`src/rtl/adder_step_controller.sv`:
```
// Step sequencer around an external 4-bit adder: debounced button loads A, then B/cin, then latches {cout,sum}.
// Result registers one edge after the ADD cycle; no backpressure, presses outside LOAD_A/LOAD_B/SHOW are dropped.
module adder_step_controller #(
    parameter int DEBOUNCE_CYCLES = 4,
    parameter int CNT_W           = 20
) (
    input  logic       clk,
    input  logic       rst_n,
    input  logic [3:0] sw,
    input  logic       cin_sw,
    input  logic       btn,
    input  logic       acc_mode,
    output logic [3:0] add_a,
    output logic [3:0] add_b,
    output logic       add_ci,
    input  logic [3:0] add_s,
    input  logic       add_cout,
    output logic [4:0] result,
    output logic       result_valid,
    output logic [1:0] state_o,
    output logic       overflow_sticky
);

    typedef enum logic [1:0] {
        LOAD_A = 2'd0,
        LOAD_B = 2'd1,
        ADD    = 2'd2,
        SHOW   = 2'd3
    } state_t;

    localparam logic [CNT_W-1:0] CNT_MAX = CNT_W'(DEBOUNCE_CYCLES - 1);

    logic             sync1;
    logic             btn_s;
    logic             stable;
    logic [CNT_W-1:0] cnt;
    logic             press;

    state_t     state;
    logic [3:0] a_reg;
    logic [3:0] b_reg;
    logic       ci_reg;

    // Debounce: a change must persist DEBOUNCE_CYCLES cycles; press fires with the 0->1 acceptance.
    always_ff @(posedge clk) begin
        if (!rst_n) begin
            sync1  <= 1'b0;
            btn_s  <= 1'b0;
            stable <= 1'b0;
            cnt    <= '0;
            press  <= 1'b0;
        end else begin
            sync1 <= btn;
            btn_s <= sync1;
            press <= 1'b0;
            if (btn_s == stable) begin
                cnt <= '0;
            end else if (cnt == CNT_MAX) begin
                stable <= btn_s;
                cnt    <= '0;
                press  <= btn_s;
            end else begin
                cnt <= cnt + CNT_W'(1);
            end
        end
    end

    always_ff @(posedge clk) begin
        if (!rst_n) begin
            state           <= LOAD_A;
            a_reg           <= 4'd0;
            b_reg           <= 4'd0;
            ci_reg          <= 1'b0;
            result          <= 5'd0;
            result_valid    <= 1'b0;
            overflow_sticky <= 1'b0;
        end else begin
            case (state)
                LOAD_A: begin
                    if (press) begin
                        a_reg <= sw;
                        state <= LOAD_B;
                    end
                end
                LOAD_B: begin
                    if (press) begin
                        b_reg  <= sw;
                        ci_reg <= cin_sw;
                        state  <= ADD;
                    end
                end
                ADD: begin
                    result          <= {add_cout, add_s};
                    result_valid    <= 1'b1;
                    overflow_sticky <= overflow_sticky | add_cout;
                    state           <= SHOW;
                end
                SHOW: begin
                    if (press) begin
                        if (acc_mode) begin
                            // Feedback wraps modulo 16; the lost carry already sits in overflow_sticky.
                            a_reg <= result[3:0];
                            state <= LOAD_B;
                        end else begin
                            result_valid    <= 1'b0;
                            overflow_sticky <= 1'b0;
                            state           <= LOAD_A;
                        end
                    end
                end
                default: state <= LOAD_A;
            endcase
        end
    end

    assign add_a   = a_reg;
    assign add_b   = b_reg;
    assign add_ci  = ci_reg;
    assign state_o = state;

endmodule

```
`config.mk`:
```
export PLATFORM = sky130hd
export DESIGN_NAME = adder_step_controller
export DESIGN_NICKNAME = d
export VERILOG_FILES = /design/src/rtl/adder_step_controller.sv
export SDC_FILE = /design/constraint.sdc
export NUM_CORES = 1
export LEC_CHECK = 0
export ABC_AREA = 1
export CAP_MARGIN = 10
export CORE_UTILIZATION = 35
export DETAILED_ROUTE_END_ITERATION = 8
export PLACE_DENSITY = 0.64
export SETUP_SLACK_MARGIN = 0.02
export SYNTH_ARGS = -nofsm -noshare
export SYNTH_HDL_FRONTEND = slang
export SYNTH_SLANG_ARGS = --single-unit
```
`constraint.sdc`:
```
create_clock -name clk -period 2.35 [get_ports clk]
set_input_delay 0.3525 -clock clk [delete_from_list [all_inputs] [get_ports clk]]
set_output_delay 0.3525 -clock clk [all_outputs]
set_load 0.02 [all_outputs]
```
======== Word level (Yosys, flattened, before mapping) ========
Cells that the tools add are included.
cells by class
  add/sub/neg operators ................... 1
  equality and inequality tests ........... 10
  muxes and demuxes ....................... 13
  bitwise gates (word level) .............. 4
  reductions and logical operators ........ 10
operators by type and width
  operator                                                                 count
  20-bit by 1-bit adder with 20-bit output (second input constant)         1
  20-bit by 2-bit equality test with 1-bit output (second input constant)  1
  4-bit two-way mux                                                        3
  2-bit inequality test (second input constant)                            5
  2-bit case mux with 4 select lines                                       1
  4-bit case mux with 2 select lines                                       1
  2-bit two-way mux                                                        3
  3-bit AND reduction                                                      2
  3-bit OR reduction                                                       2
  2-bit equality test (second input constant)                              2
  1-bit case mux with 2 select lines                                       2
  2-bit AND reduction                                                      2
  4-bit AND reduction                                                      1
  2-bit nonzero test                                                       2
  1-bit two-way mux                                                        3
  1-bit inverter                                                           3
  2-bit by 1-bit equality test with 1-bit output (second input constant)   1
  2-bit logical NOT                                                        1
  1-bit equality test                                                      1
  1-bit bitwise OR                                                         1
storage, ports and cells
  register bits after elaboration ......... 42
  input bits .............................. 14
  output and inout bits ................... 18
  word-level logic and storage cells ...... 50

======== Depth between registers and ports, before layout ========
  word-level depth ........................ 3
  depth in mapped cells ................... 9
  gate-level depth less buffers ........... 8

======== Least setup slack after synthesis ========
No wires, ideal clock.
  kind .................................... register -> register
  start point ............................. register state[1], in the netlist state_o[1]
  end point ............................... register state[0], in the netlist state_o[0]
  arrival time ............................ 1.335 ns
  data required time ...................... 2.280 ns
  path slack .............................. 0.945 ns
  cell stages (with the launch flop) ...... 8
  path buffers ............................ 0
  path through ............................ dfxtp_1 ha_1 inv_2 nand2_1 nor2_1 nor2_1 o21ai_0 a21oi_1
on the way
  cells in the longest elaborated chain, start to end .. 3
  elaborated cells between the ends (all ways) .. 9
  classes of those cells .................. 6 x eq/ne; 1 x mux; 2 x reduce/logical
RTL lines
  item                                                                          RTL line  text
  from (decl)                                                                   39        state_t state;
  from (signal assigned)                                                        70        state <= LOAD_A;
  from (signal assigned)                                                        82        state <= LOAD_B;
  from (signal assigned)                                                        89        state <= ADD;
  2-bit by 1-bit equality test with 1-bit output, or another cell as far along  78        case (state)
  2-bit inequality test (no line)                                               n/a
  3-bit AND reduction (no line)                                                 n/a
Several ways; a longest one is shown, not always the timed one.
A chain may end at the register's enable or synchronous reset.

======== Final worst setup path ========
  start point ............................. register state[1], in the netlist state_o[1]
  end point ............................... output port state_o[1]
RTL lines
  item       RTL line  text
  to (decl)  20        output logic [1:0] state_o,
No word-level cell between the ends.

==> reports/metrics.yaml <==
setup_path:
  start_kind: "flop"
  path_class: "reg -> out"
  cp.arrival_ns: 1.31
  critical_path.slowest_cell: "clkdlybuf4s50_1"
  slowest_delay_ns: 0.63
  path_cells: "clkdlybuf4s50_1"
  cp_top_family: "buffers and inverters"
  r2r_slack_ns: 0.76
  cp.buffers_inverters: 1
  crit_path_end_kind: "output port"
  cp.required_ns: 2.00
  crit_fanout: 4
cts:
  clkLatencyLatePin_ns: 0.29
  cts_hold_buf: 0
  cts_tree: "built"
  cts_setup_buffers: 0
  cts_resized: 0
  h-tree-depth: 2
  root_buffer: "clkbuf_8"
  cts_sinks: 42
  clkSlewWorstSetupHoldPaths_ns: 0.08
  tritoncts.num_buffers: 5
  cts.path.max_buffers: 2
floorplan:
  io_pins: 32
  core_sq_um: 5270
  die_h_microns: 77.0
  row_count: 26
  die_area_sq_um: 5930
  initial_utilization_pct: 37.4
  die_w_microns: 77.0
synth:
  syn_nets: 311
  synth_compound_area_share_pct: 11.7
  synth_fa_ha_area_share_pct: 3.18
  netlist_area_sq_um: 1970
  seq_area_frac_synth_pct: 42.7
  avgSynthCellArea_sq_um: 6.74
  synthCells: 292
  ys_ff_latch: 42
  synth_xor_area_share_pct: 3.11
  muxShareOfSynthArea_pct: 0
  synth_simple_gate_area_share_pct: 31.9
  ys_types: 20
  synth_top_family_by_area: "simple AND/OR/NAND/NOR gates"
  ys.warnings.count: 0
timing:
  period_minus_slack_ns: 1.66
  setup_violations: 0
  slew_violations: 0
  fmaxAchievable_mhz: 602
  relSlewSlack_pct: 78.6
  rsz0062_at_grt: "no"
  fin_ws_ns: 0.688
  worst_pin_slew_ns: 0.319
  skew_ns: 0.00949
  hold_viol_final: 0
  tns_ns: 0
  period_share_pct: 70.7
cells_and_area:
  seq_area_sq_um: 841
  multi_input_area_sq_um: 982
  final_nets: 347
  fill_cells: 573
  drive_gt1_share_pct: 4.27
  mostFrequentLayoutCell: "nor2_1"
  antennaDiodeCount: 0
  syn_to_final_growth_pct: 23.8
  final_cell_mix: "69 x nor2_1, 68 x nand2_1, 42 x dfxtp_1"
routing:
  wire_per_inst_microns: 11.0
  viasPerCell: 4.61
  num_vias: 1836
  routed_wl_microns: 4380
  drt_iter0_drc: 123
  drcViolationCount: 0
  firstDrtPassIters: 4
  drtAntennaViolNets: 0
pwr:
  peakVddDrop_v: 0.000385
  leakage_nw: 0.889
  p_per_area_nw_per_um2: 649
job:
  maxCapViolCount: 0
place:
  dp_hpwl_microns: 3350
  dp_slack_ns: 0.757
  port-buffer-count: 31
  place_congestion: 0.901
run_status:
  status: "completed"
global_routing:
  antenna_found_initial: 0
  grt_pass1_wl_microns: 7390
  grt_max_degree: 21
  track_usage_pct: 15.5
  grt-ovfl-total: 0
  grt_pass1_vias: 1632
hold_path:
  min_path_type: "reg -> reg"
## cell usage after synthesis
cell type	count	area share (%)
or2_2	1	0.32
o21ai_0	21	5.3
xor2_1	3	1.3
inv_1	32	6.1
a21oi_1	21	5.3
o211ai_2	1	0.64
o211ai_1	1	0.38
nand4_1	4	1.3
inv_2	1	0.19
nand3_2	1	0.51
nor2_1	69	13
nand3_1	12	3.0
xnor2_1	4	1.8
buf_4	2	0.76
ha_1	5	3.2
nand2_1	68	13
dfxtp_1	42	43
clkbuf_1	2	0.38
or2_0	1	0.32
nor2_2	1	0.32
## cell families (layout without fill, tap and decap cells)
kind of cell / count (synthesis) / count (layout)
buf+inv: 37 / 73
simple gates: 157 / 157
xor+xnor: 7 / 7
fa+ha+maj: 5 / 5
compound gates: 44 / 44
flops: 42 / 42
## per-layer routing
| layer | up-vias | global-route usage [%] | part of all wire [%] |
|---|---|---|---|
| met5 | - | 0 | 0 |
| met4 | 0 | 4.53 | 0.48 |
| met3 | 2 | 3.57 | 4.7 |
| met2 | 42 | 24.6 | 46 |
| met1 | 808 | 20.9 | 49 |
| li1 | 984 | - | - |
## through the flow
step | cells | area [sq um] | utilization [%] | hold WS [ns] | power [mW]
detailed placement | 391 | 2360 | 44.8 | 0.400 | 1.16
floorplan | 292 | 1970 | - | 0.390 | 1.01
global route | 398 | 2440 | 46.3 | 0.439 | 1.67
finish | 398 | 2440 | 46.3 | 0.416 | 1.58
global placement | 391 | 2360 | 44.8 | 0.397 | 1.16
CTS | 398 | 2440 | 46.3 | 0.419 | 1.60
## tightest hold or removal path: stages, from the launching register on
cell and delay [ns]:
dfxtp_1 0.31, nand2_1 0.04, inv_1 0.04
## path summary, 6_finish.rpt
check,from,end,cells after the start
setup / recovery,state_o[1],state_o[1],1
hold / removal,sync1,btn_s,2
setup reg to reg,cnt[0],cnt[10],9
hold reg to reg,sync1,btn_s,2
## cell type report
type / count / area share (%)
clock inverter: 2 / 0.410
multi-input combinational: 213 / 40.3
tap: 70 / 3.59
timing repair buffer: 33 / 13.3
clock buffer: 5 / 2.82
sequential: 42 / 34.5
inverter: 33 / 5.08
## flip-flops by register name, indices dropped and copies added (netlist names)
name	count
cnt	20
overflow_sticky	1
add_a	4
add_b	4
result_valid	1
btn_s	1
sync1	1
state_o	2
press	1
result	5
add_ci	1
stable	1
## where the power goes
part	total, mW	leakage (nW)	switching [mW]	internal, mW
sequential	0.800	0.340	0.0396	0.760
combinational	0.349	0.506	0.196	0.153
clock	0.433	0.0438	0.234	0.199
total	1.58	0.889	0.470	1.11
Note: power is estimated with default switching activity, not from simulation.
